### src/rtl/mem_access_unit.sv
// -----------------------------------------------------------------------------
// mem_access_unit
//
// Initiator side of the Data_RAM port. Accepts byte-burst load/store requests
// from the control FSM, drives the RAM's single synchronous port and absorbs
// its one-cycle read latency. Store data streams in with a valid/ready
// handshake; load data streams out one byte per cycle with no backpressure.
//
// Build option:
//   MAU_WPROT_EN  When defined, store beats to addresses <= PROT_TOP are
//                 consumed but never reach the RAM, and the burst reports err
//                 with done. When undefined, err is constant 0 and every store
//                 beat is written.
//
// Ports:
//   clk, rst_n            clock (rising edge), async active-low reset
//   req_valid/req_ready   request handshake (ready only while idle)
//   req_write             1 = store burst, 0 = load burst
//   addr_hi, addr_lo      start address {addr_hi, addr_lo}
//   req_len               burst length minus one (0 -> 1 byte, 255 -> 256)
//   wr_data/valid/ready   store data stream
//   rd_data, rd_valid     load data stream (registered, one beat per cycle)
//   done, err             end-of-burst pulse, write-protect flag valid with done
//   ram_we/addr/wdata     RAM request side
//   ram_rdata             RAM read data, valid the cycle after a read address
// -----------------------------------------------------------------------------
module mem_access_unit #(
  parameter int unsigned   AW       = 16,
  parameter int unsigned   DW       = 8,
  parameter logic [AW-1:0] PROT_TOP = 16'h00FF
) (
  input  logic          clk,
  input  logic          rst_n,
  // request channel
  input  logic          req_valid,
  output logic          req_ready,
  input  logic          req_write,
  input  logic [7:0]    addr_hi,
  input  logic [7:0]    addr_lo,
  input  logic [7:0]    req_len,
  // store data stream
  input  logic [DW-1:0] wr_data,
  input  logic          wr_valid,
  output logic          wr_ready,
  // load data stream
  output logic [DW-1:0] rd_data,
  output logic          rd_valid,
  // completion
  output logic          done,
  output logic          err,
  // RAM port
  output logic          ram_we,
  output logic [AW-1:0] ram_addr,
  output logic [DW-1:0] ram_wdata,
  input  logic [DW-1:0] ram_rdata
);

`ifdef MAU_WPROT_EN
  localparam bit WPROT_EN = 1'b1;
`else
  localparam bit WPROT_EN = 1'b0;
`endif

  typedef enum logic [2:0] {
    ST_IDLE,
    ST_WRITE,
    ST_READ,
    ST_DRAIN,
    ST_DONE
  } state_e;

  state_e        state_q,   state_d;
  logic [AW-1:0] addr_q,    addr_d;     // next RAM address of the burst
  logic [7:0]    cnt_q,     cnt_d;      // beats remaining minus one
  logic          rd_pipe_q, rd_pipe_d;  // address issued, RAM data due next cycle
  logic          rd_valid_q, rd_valid_d;
  logic [DW-1:0] rd_data_q, rd_data_d;
  logic          done_q,    done_d;
  logic          err_acc_q, err_acc_d;  // sticky protect hit within the burst
  logic          err_q,     err_d;      // err as presented alongside done

  logic          prot_hit;
  logic          wr_beat;

  // Current store address falls inside the protected window. Constant 0 in the
  // default build, so the protect path folds away entirely.
  assign prot_hit = WPROT_EN && (addr_q <= PROT_TOP);
  assign wr_beat  = (state_q == ST_WRITE) && wr_valid;

  // ---------------------------------------------------------------------------
  // Next-state logic
  // ---------------------------------------------------------------------------
  always_comb begin
    // NOTE: every variable gets a default before the case so no path leaves one
    // unassigned; that is what keeps this block from inferring latches.
    state_d    = state_q;
    addr_d     = addr_q;
    cnt_d      = cnt_q;
    err_acc_d  = err_acc_q;
    rd_pipe_d  = 1'b0;
    done_d     = 1'b0;
    err_d      = 1'b0;

    // Read pipeline second stage: RAM data for an address issued last cycle is
    // on ram_rdata now. rd_data keeps its value on idle cycles.
    rd_valid_d = rd_pipe_q;
    rd_data_d  = rd_pipe_q ? ram_rdata : rd_data_q;

    case (state_q)
      ST_IDLE: begin
        if (req_valid) begin
          addr_d    = AW'({addr_hi, addr_lo});
          cnt_d     = req_len;
          err_acc_d = 1'b0;
          state_d   = req_write ? ST_WRITE : ST_READ;
        end
      end

      ST_WRITE: begin
        // A stalled cycle (wr_valid=0) leaves address and count untouched.
        if (wr_valid) begin
          addr_d = addr_q + AW'(1);
          cnt_d  = cnt_q - 8'd1;
          if (prot_hit) begin
            err_acc_d = 1'b1;
          end
          if (cnt_q == 8'd0) begin
            state_d = ST_DONE;
            done_d  = 1'b1;
            // Include the final beat's own protect hit.
            err_d   = err_acc_q | prot_hit;
          end
        end
      end

      ST_READ: begin
        rd_pipe_d = 1'b1;
        addr_d    = addr_q + AW'(1);
        cnt_d     = cnt_q - 8'd1;
        if (cnt_q == 8'd0) begin
          state_d = ST_DRAIN;
        end
      end

      ST_DRAIN: begin
        // The last byte is on rd_valid this cycle once the issue stage is
        // empty; done follows on the very next cycle.
        if (rd_valid_q && !rd_pipe_q) begin
          state_d = ST_DONE;
          done_d  = 1'b1;
          err_d   = err_acc_q;
        end
      end

      ST_DONE: begin
        state_d = ST_IDLE;
      end

      default: begin
        state_d = ST_IDLE;
      end
    endcase
  end

  // ---------------------------------------------------------------------------
  // State registers
  // ---------------------------------------------------------------------------
  // NOTE: non-blocking assignments here so every register samples the values
  // from before the edge, independent of statement order.
  always_ff @(posedge clk or negedge rst_n) begin
    if (!rst_n) begin
      state_q    <= ST_IDLE;
      addr_q     <= '0;
      cnt_q      <= '0;
      rd_pipe_q  <= 1'b0;
      rd_valid_q <= 1'b0;
      rd_data_q  <= '0;
      done_q     <= 1'b0;
      err_acc_q  <= 1'b0;
      err_q      <= 1'b0;
    end else begin
      state_q    <= state_d;
      addr_q     <= addr_d;
      cnt_q      <= cnt_d;
      rd_pipe_q  <= rd_pipe_d;
      rd_valid_q <= rd_valid_d;
      rd_data_q  <= rd_data_d;
      done_q     <= done_d;
      err_acc_q  <= err_acc_d;
      err_q      <= err_d;
    end
  end

  // ---------------------------------------------------------------------------
  // Outputs
  // ---------------------------------------------------------------------------
  // The reset state is IDLE, so req_ready is qualified with rst_n to stay low
  // while reset is held.
  assign req_ready = rst_n && (state_q == ST_IDLE);
  assign wr_ready  = (state_q == ST_WRITE);

  // Write enable follows wr_valid combinationally so each beat is written in
  // the cycle it is handed over. Protected beats are consumed but suppressed.
  assign ram_we    = wr_beat && !prot_hit;
  assign ram_addr  = addr_q;
  assign ram_wdata = (state_q == ST_WRITE) ? wr_data : '0;

  assign rd_data   = rd_data_q;
  assign rd_valid  = rd_valid_q;
  assign done      = done_q;
  assign err       = err_q;

endmodule

### config.mk
export PLATFORM = sky130hd
export DESIGN_NAME = mem_access_unit
export DESIGN_NICKNAME = d
export VERILOG_FILES = /design/src/rtl/mem_access_unit.sv
export SDC_FILE = /design/constraint.sdc
export NUM_CORES = 1
export LEC_CHECK = 0
export CORE_MARGIN = 5
export CORE_UTILIZATION = 44
export DETAILED_ROUTE_END_ITERATION = 10
export PLACE_DENSITY_LB_ADDON = 0.3
export SETUP_SLACK_MARGIN = 0.02
export SLEW_MARGIN = 25
export SYNTH_ARGS = -nofsm -noshare
export SYNTH_HDL_FRONTEND = slang
export SYNTH_SLANG_ARGS = --single-unit
### constraint.sdc
create_clock -name clk -period 1.79 [get_ports clk]
set_input_delay 0.4475 -clock clk [delete_from_list [all_inputs] [get_ports clk]]
set_output_delay 0.4475 -clock clk [all_outputs]
set_load 0.01 [all_outputs]
Word-level counts from Yosys, hierarchy flattened
Cells that the tools add are included.
Word-level totals
  register bits after elaboration: 38
  latch bits: 0
  memory bits (writable): 0
  bits in read-only memories: 0
  input port bits: 45
  output and inout bits: 38
  word-level logic and storage cells: 45
  memories: 0
Operators by class
  $add $sub $neg: 2
  multiply operators: 0
  div/mod/pow operators: 0
  magnitude comparators: 0
  equal/unequal tests: 8
  shifts and indexed selects: 0
  multiplexer cells: 19
  bitwise gates (word level): 0
  reductions and logical operators: 9
Operator list (number)
  16-bit case mux with 3 select lines: 1
  16-bit two-way mux: 2
  8-bit two-way mux: 3
  8-bit case mux with 3 select lines: 1
  16-bit by 1-bit adder with 16-bit output, second input constant: 1
  3-bit two-way mux: 5
  3-bit case mux with 4 select lines: 1
  8-bit logical NOT: 1
  2-bit != test, second input constant: 4
  8-bit by 1-bit subtractor with 8-bit output, second input constant: 1
  3-bit by 2-bit equality test with 1-bit output, second input constant: 2
  5-bit AND reduction: 1
  1-bit two-way mux: 4
  3-bit by 1-bit equality test with 1-bit output, second input constant: 1
  1-bit logical AND: 3
  3-bit logical NOT: 1
  3-bit AND reduction: 1
  3-bit nonzero test: 1
  2-bit two-way mux: 1
  2-bit by 1-bit != test with 1-bit output, second input constant: 1
  1-bit case mux with 2 select lines: 1
  1-bit logical NOT: 1

Longest topological paths before layout
Gate-level depths: netlist of run 1.
  depth in word-level cells: 4
  gate-level depth with buffers: 7
  gate-level depth less buffers: 6

Worst setup path after synthesis of run 1
No wires, ideal clock.
  kind: register to register
  start: register state_q[1]
  end: register addr_q[15], in the netlist ram_addr[15]
  setup time: 87 ps
  arrival: 1592 ps
  required time: 1703 ps
  setup slack: 112 ps
  cell stages (with the launch flop): 6
  buffers on the path: 1
  clock period less this slack: 1678 ps
  path through: dfrtp_1 -> buf_6 -> nor3b_4 -> a2bb2oi_1 -> or4_1 -> o211ai_1
Between the ends
  cells in the longest elaborated chain, start to end: 3
  elaborated cells between the ends (all ways): 8
  classes of those cells: eq/ne (4); mux (1); reduce/logical (3)
RTL lines
  start: declaration: line 72  | state_e state_q, state_d;
  start signal: assignment: line 182  | state_q <= state_d;
  3-bit by 1-bit equality test with 1-bit output *
  net wr_ready: line 44  | output logic wr_ready,
  2-bit != test (no line) or 3-bit nonzero test (tied branches)
  3-bit AND reduction (no line)
  end signal: assignment: line 183  | addr_q <= addr_d;
  end: declaration: line 73  | logic [AW-1:0] addr_q, addr_d;
Mark *: on every way through the listed nets, which the timed path passes. The rest lies on a longest branch.
A chain may end at the register's enable or synchronous reset.

Worst setup path in the final report of run 1
  start: register state_q[2]
  end: register addr_q[7], in the netlist ram_addr[7]
Between the ends
  cells in the longest elaborated chain, start to end: 3
  elaborated cells between the ends (all ways): 8
  classes of those cells: eq/ne (4); mux (1); reduce/logical (3)
RTL lines
  3-bit by 1-bit equality test with 1-bit output, or another cell as far along: line 109  | case (state_q)
  2-bit != test (no line) or 3-bit nonzero test (tied branches)
  3-bit AND reduction (no line)
Parallel ways exist; a longest one is shown, timed or not.

==> results of run 1 <==
## per-layer routing
metal  share of wire [%]  up-vias  routed length (um)
li1                    -     1124                   -
met1                  40     1206                3080
met2                  52       92                3980
met3                 6.8       15                 527
met4                 1.5        0                 116
met5                   0        -                   0
## layout make-up
type	count	area (um^2)	area share (%)
sequential	38	955	24.9
timing repair buffer	134	1310	34.1
tap	67	83.8	2.18
multi-input combinational	173	1400	36.4
inverter	5	18.8	0.489
clock buffer	7	76.3	1.99
## repair_timing
action	4_1_cts	5_1_grt
endpoints found under the setup margin	16	37
buffers inserted	6	11
endpoints found under the hold margin	0	0
pin swaps	11	16
cloned	1	2
resized for setup	54	89
## registers in the layout (all words and copies together), names as in the netlist
name / count
state_q: 3
rd_valid: 1
done: 1
rd_data: 8
ram_addr: 16
rd_pipe_q: 1
cnt_q: 8
## worst max-delay path: cells and delay by family, from the launching register on
family | cells | cell delay [ns]
AOI/OAI and AO/OA | 3 | 0.67
buffers and inverters | 4 | 0.54
DFF | 1 | 0.39
and+or+nand+nor | 1 | 0.23
## through the flow
stage                     hold WS (ns)  TNS [ns]
after floorplan                  0.152         0
after global placement           0.481     -3.84
after detailed placement         0.480     -4.38
after CTS                        0.247    -0.876
after global routing             0.255     -2.71
final                            0.214     -1.32
## layout by cell type, fill, tap and decap left out, types with 3 or more instances in the layout
cell / n
a21oi_1: 16
a21oi_2: 8
a21oi_4: 6
a2bb2oi_2: 8
and2_1: 4
and2_4: 6
and3_1: 3
buf_12: 3
buf_2: 5
buf_4: 34
buf_6: 21
clkbuf_8: 5
clkdlybuf4s50_1: 68
dfrtp_1: 35
dfrtp_2: 3
ha_1: 3
inv_1: 4
mux2_2: 9
mux2i_1: 4
nand2_1: 10
nand3_1: 11
nand4_1: 7
nor2_1: 5
nor3_1: 8
o21ai_0: 3
o21ai_1: 6
o22ai_1: 9
or3_1: 3
## worst max path at each step
stage	from	end	cells past startpoint
CTS	state_q[2]	ram_wdata[5]	6
floorplan	state_q[1]	ram_addr[15]	5
detailed placement	wr_valid	ram_we	4
global placement	wr_valid	ram_we	4
global route	state_q[2]	ram_wdata[5]	6
finish	state_q[2]	ram_addr[7]	8
## where the power goes
part	internal, mW	total [mW]	switching, mW
sequential	1.30	1.70	0.393
combinational	2.86	5.36	2.51
clock	0.268	0.559	0.291
## kinds of logic (layout without fill, tap and decap cells)
logic type	count (synthesis)	in the layout	share of synthesized area (%)
simple gates	80	80	21.2
compound gates	74	74	20.9
flops	38	38	43.1
buf+inv	25	146	5.33
mux	13	13	6.41
fa+ha+maj	3	3	1.70
xor+xnor	2	2	1.14
other cells	1	1	0.170
==> metrics.txt, run 1 <==
CP endpoint kind=flip-flop; FMAX=513 MHz; Total Routing Usage GR=21.7%; critical path data required time=1.96 ns; Period Utilization, post-route=109%; met3 Usage GRT=4.99%; clock period minus worst slack=~1.9 ns; Power, Total=roughly 7.6 mW; Skew-Pair Late Insertion Delay=0.29 ns; setup ws final=-0.159 ns; IO buf count=81; Cell variety after synth=48; Slew Limit Headroom=66.1%; global route total overflow=0; router iterations before antenna repair=4; initial antenna violation count=0; static leakage=around 1.6 nW; status=complete, but fails checks; routed len/inst=18.2 um; fraction of registers with async set or reset after synthesis=100%; number of global-route vias before repair=2421; RSZ-0062 raised after global routing=yes; max-slew violation count=0; critical path startpoint category=flip-flop; Synth top area share=between 40% and 50%; post-synth top area cell=dfrtp_1; top post-synthesis cells by area=dfrtp_1 43%, a21oi_1 6.8%, mux2_2 4.6%; fillcell total=298; most frequent cell after synthesis=dfrtp_1; post-route insts no fill=424; layout cells sized above 1=35.9%; Antenna Nets Post-Route=0; final setup skew=0.00875 ns; met2 GRT Util=37.9%; register bit total from synthesis=38; Vias=2437; max cap viols=0; worst-path maximum fanout=6; Final HPWL DP=4870 um; ANT cells=0; Core Region=about 4800 um^2; r2r startpoint=state_q[2]; die area=~6500 um^2; syn_nets=284; reg2reg end=ram_addr[7]; Slew @ Worst Pin=0.509 ns; Die Y=80.8 um; H-tree levels=2; Synth Area per Inst=9.34 um^2; Synth Instances=236; routed wire length=just under 8000 um; number of I/O pins=83; Clock transition at path regs=0.07 ns; Data arrival, critical path=2.12 ns; Syn-to-layout area delta=74.2%; crit path cell chain=buf_4 -> buf_6 -> or2_4 -> buf_6 -> a2bb2oi_4 -> buf_4 -> a21o_1 -> a221o_1; TritonCTS Buffers=5; Final Util=80.3%; P per Cell Area=1980 nW/um^2; cell count after placement=398; TritonCTS Sinks=38; Starting Density=46.1%; max incr delay on CP=a little under 0.4 ns; Post-synth top flop=dfrtp_1; failing checks=negative setup slack; Area after DPL=3260 um^2; TritonCTS clock tree=yes; worst-case clock buffer depth=2; Starting DRT DRC Count=between 200 and 250; Top Usage Layer GRT=met2; YS warnings=0; first-pass GRT wire length=11100 um; Hold Buf Count CTS=0; Syn Std Cell Area=2200 um^2; Finished Cell Area=3840 um^2; share of the yosys chip area belonging to registers=43.1%; Post-route DRC=0; # setup viols final=20; CP max stage cell=dfrtp_1; number of synthesized flops with an enable pin=0; Die Width=between 80 and 90 um; GR met1 Demand/Resource=25.8%; Final nets=405; synth cell count leaders=38 x dfrtp_1, 30 x a21oi_1, 11 x nand3_1, 11 x o21ai_0; GP Congestion=~0.86; CTS Root Cell=clkbuf_8; vias per cell=5.75; largest net degree at the start of global routing=39; worst reg-to-reg path cell count=8; final-report hold violation count=0; maximum vdd drop=1020 uV; critical setup path kind=reg2reg; Reg2Reg Setup Slack=-0.16 ns; Hold Crit Class=in2async; cell row count=25; pre-CTS setup slack=-0.293 ns
No activity file was read; power rests on OpenSTA's default activity.
==> run 2: changes to the inputs <==
CORE_ASPECT_RATIO = 0.75   (was not set)
GPL_ROUTABILITY_DRIVEN = 0   (was not set)
==> run 2 against run 1 <==
Effect of this change: the flow still finishes with violations (negative setup slack); first-iteration DRC count is 24% higher; worst setup slack better by 0.047 ns; design area is 0.16% higher; sequential share of layout area hardly changed; clock power is 13% higher; critical path depth is 3 lower; clock skew is 0.0014 ns higher; non-clock buffer count is 12 higher; largest cell class unchanged; highest routed layer unchanged.
==> metrics.txt, run 2 (same netlist as run 1, synthesis figures left out) <==
status=complete, but fails checks; failing checks=negative setup slack; cell row count=22 (-12%); static leakage=1.63 nW (+3.4%); maximum vdd drop=1040 uV (+2.2%); die area=6540 um^2 (+0.22%); vias per cell=5.78 (+0.64%); Skew-Pair Late Insertion Delay=0.30 ns (about the same); H-tree levels=2 (unchanged); max-slew violation count=0 (unchanged); global route total overflow=0 (unchanged); Area after DPL=3280 um^2 (+0.58%); Final HPWL DP=4700 um (-3.5%); initial antenna violation count=0 (unchanged); Slew Limit Headroom=66.4% (+0.32 points); Die Y=71.3 um (-12%); Slew @ Worst Pin=0.504 ns (-0.00473 ns); router iterations before antenna repair=4 (unchanged); TritonCTS Sinks=38 (unchanged); Starting DRT DRC Count=250 (+24%); Final nets=418 (+3.2%); FMAX=526 MHz (+2.5%); TritonCTS clock tree=yes; # setup viols final=8 (-60%); Total Routing Usage GR=21.5% (-0.12 points); layout cells sized above 1=36.7% (+0.80 points); CP max stage cell=dfrtp_2; max incr delay on CP=0.44 ns (+0.05 ns); final setup skew=0.0102 ns (+0.00141 ns); routed wire length=7850 um (+1.9%); setup ws final=-0.111 ns (+0.0473 ns); Finished Cell Area=3850 um^2 (+0.16%); critical path data required time=1.34 ns (-0.62 ns); Power, Total=7.71 mW (+1.2%); critical path startpoint category=flip-flop; TritonCTS Buffers=5 (unchanged); pre-CTS setup slack=-0.312 ns (-0.0187 ns); number of I/O pins=83 (unchanged); CP top delay family=flip-flops; commonest non-fill, non-tap cells in the layout=67 x clkdlybuf4s50_1, 48 x buf_4, 33 x dfrtp_1; first-pass GRT wire length=11300 um (+2.6%); area of the multi-input gates=1360 um^2 (-2.7%); Data arrival, critical path=1.45 ns (-0.67 ns); Die Width=91.7 um (+14%); Final Util=79.0% (-1.3 points); Vias=2493 (+2.3%); worst-case clock buffer depth=2 (unchanged); IO buf count=81 (unchanged); Hold Crit Class=in2async; number of global-route vias before repair=2322 (-4.1%); fillcell total=324 (+8.7%); largest net degree at the start of global routing=39 (unchanged); Starting Density=45.2% (-0.82 points); routed len/inst=18.2 um (+0.21%); Period Utilization, post-route=106% (-2.6 points); clock period minus worst slack=1.90 ns (-0.0473 ns); CP bufs+invs=3 (-1); commonest non-fill, non-tap cell in the layout=clkdlybuf4s50_1; Post-route DRC=0 (unchanged); Clock transition at path regs=0.08 ns (about the same); CTS Root Cell=clkbuf_8; worst hold slack=0.194 ns (-0.0198 ns); max cap viols=0 (unchanged); RSZ-0062 raised after global routing=yes; Syn-to-layout area delta=74.5%; crit path cell chain=buf_6 -> nor3b_4 -> buf_4 -> and2_1 -> buf_2; Core Region=4870 um^2 (+1.8%); ANT cells=0 (unchanged); Antenna Nets Post-Route=0 (unchanged); CP endpoint kind=primary output; P per Cell Area=2000 nW/um^2 (+1.0%); max reg flops=16 (unchanged); sequential cell area=957 um^2 (+0.26%); critical setup path kind=reg2out; final-report hold violation count=0 (unchanged); worst-path maximum fanout=4 (-2)
## run 2: cell types whose count changed in the layout (fill, tap and decap cells not counted), moves of 5 or more
cell / before / now
buf_4: 34 / 48
o21ai_1: 6 / 1
o21ai_0: 3 / 10
a21oi_1: 16 / 25
a21oi_4: 6 / 1
a2bb2oi_2: 8 / 3
a2bb2oi_1: 1 / 6
## run 2: metrics by stage
stage	instances	setup TNS [ns]
5_1_grt	431	-1.17
3_5_place_dp	393	-4.33
3_3_place_gp	393	-4.33
4_1_cts	416	-0.465
2_1_floorplan	236	0
6_report	431	-0.585
## run 2: per-layer routing
metal | track usage, % | wire length (um) | vias up
li1 | - | - | 1154
met1 | 28.0 | 3250 | 1186
met2 | 34.7 | 3800 | 135
met3 | 6.09 | 633 | 18
met4 | 7.41 | 163 | 0
met5 | 0 | 0 | -
## run 2: cell type report
type / instances / share of cell area [%]
multi-input cells: 174 / 35.3
clock inverters: 1 / 0.130
repair buffers: 146 / 35.0
clock buffers: 7 / 2.24
inverters: 5 / 0.488
flip-flops and latches: 38 / 24.9
well taps: 60 / 1.95
## run 2: final timing paths
path | from | endpoint | slack [ns] | cells after the start
max in group asynchronous | rst_n | state_q[2] | 1.20 | 2
hold / removal | rst_n | ram_addr[8] | 0.19 | 2
hold reg to reg | rd_data[3] | rd_data[3] | 0.51 | 1
min in group clk | rd_data[3] | rd_data[3] | 0.51 | 1
setup / recovery | state_q[1] | ram_wdata[7] | -0.11 | 5
setup reg to reg | state_q[1] | ram_addr[15] | -0.09 | 6
## run 2: where the power goes
group / total (mW) / internal, mW / switching, mW
Combinational: 5.38 / 2.94 / 2.44
Clock: 0.631 / 0.311 / 0.320
Sequential: 1.70 / 1.30 / 0.394
Total: 7.71 / 4.56 / 3.15
## run 2: what timing repair did
action | in CTS | in global routing
gates cloned | 1 | 1
gates resized for setup | 57 | 57
setup endpoints to repair | 17 | 41
pin swaps | 8 | 23
hold buffers | 0 | 0
buffers inserted | 14 | 18
==> run 3: changes to the inputs <==
CORE_ASPECT_RATIO = not set   (was 0.75)
==> results of run 3 <==
The final DEF is identical to that of run 1; final timing and power are the same.
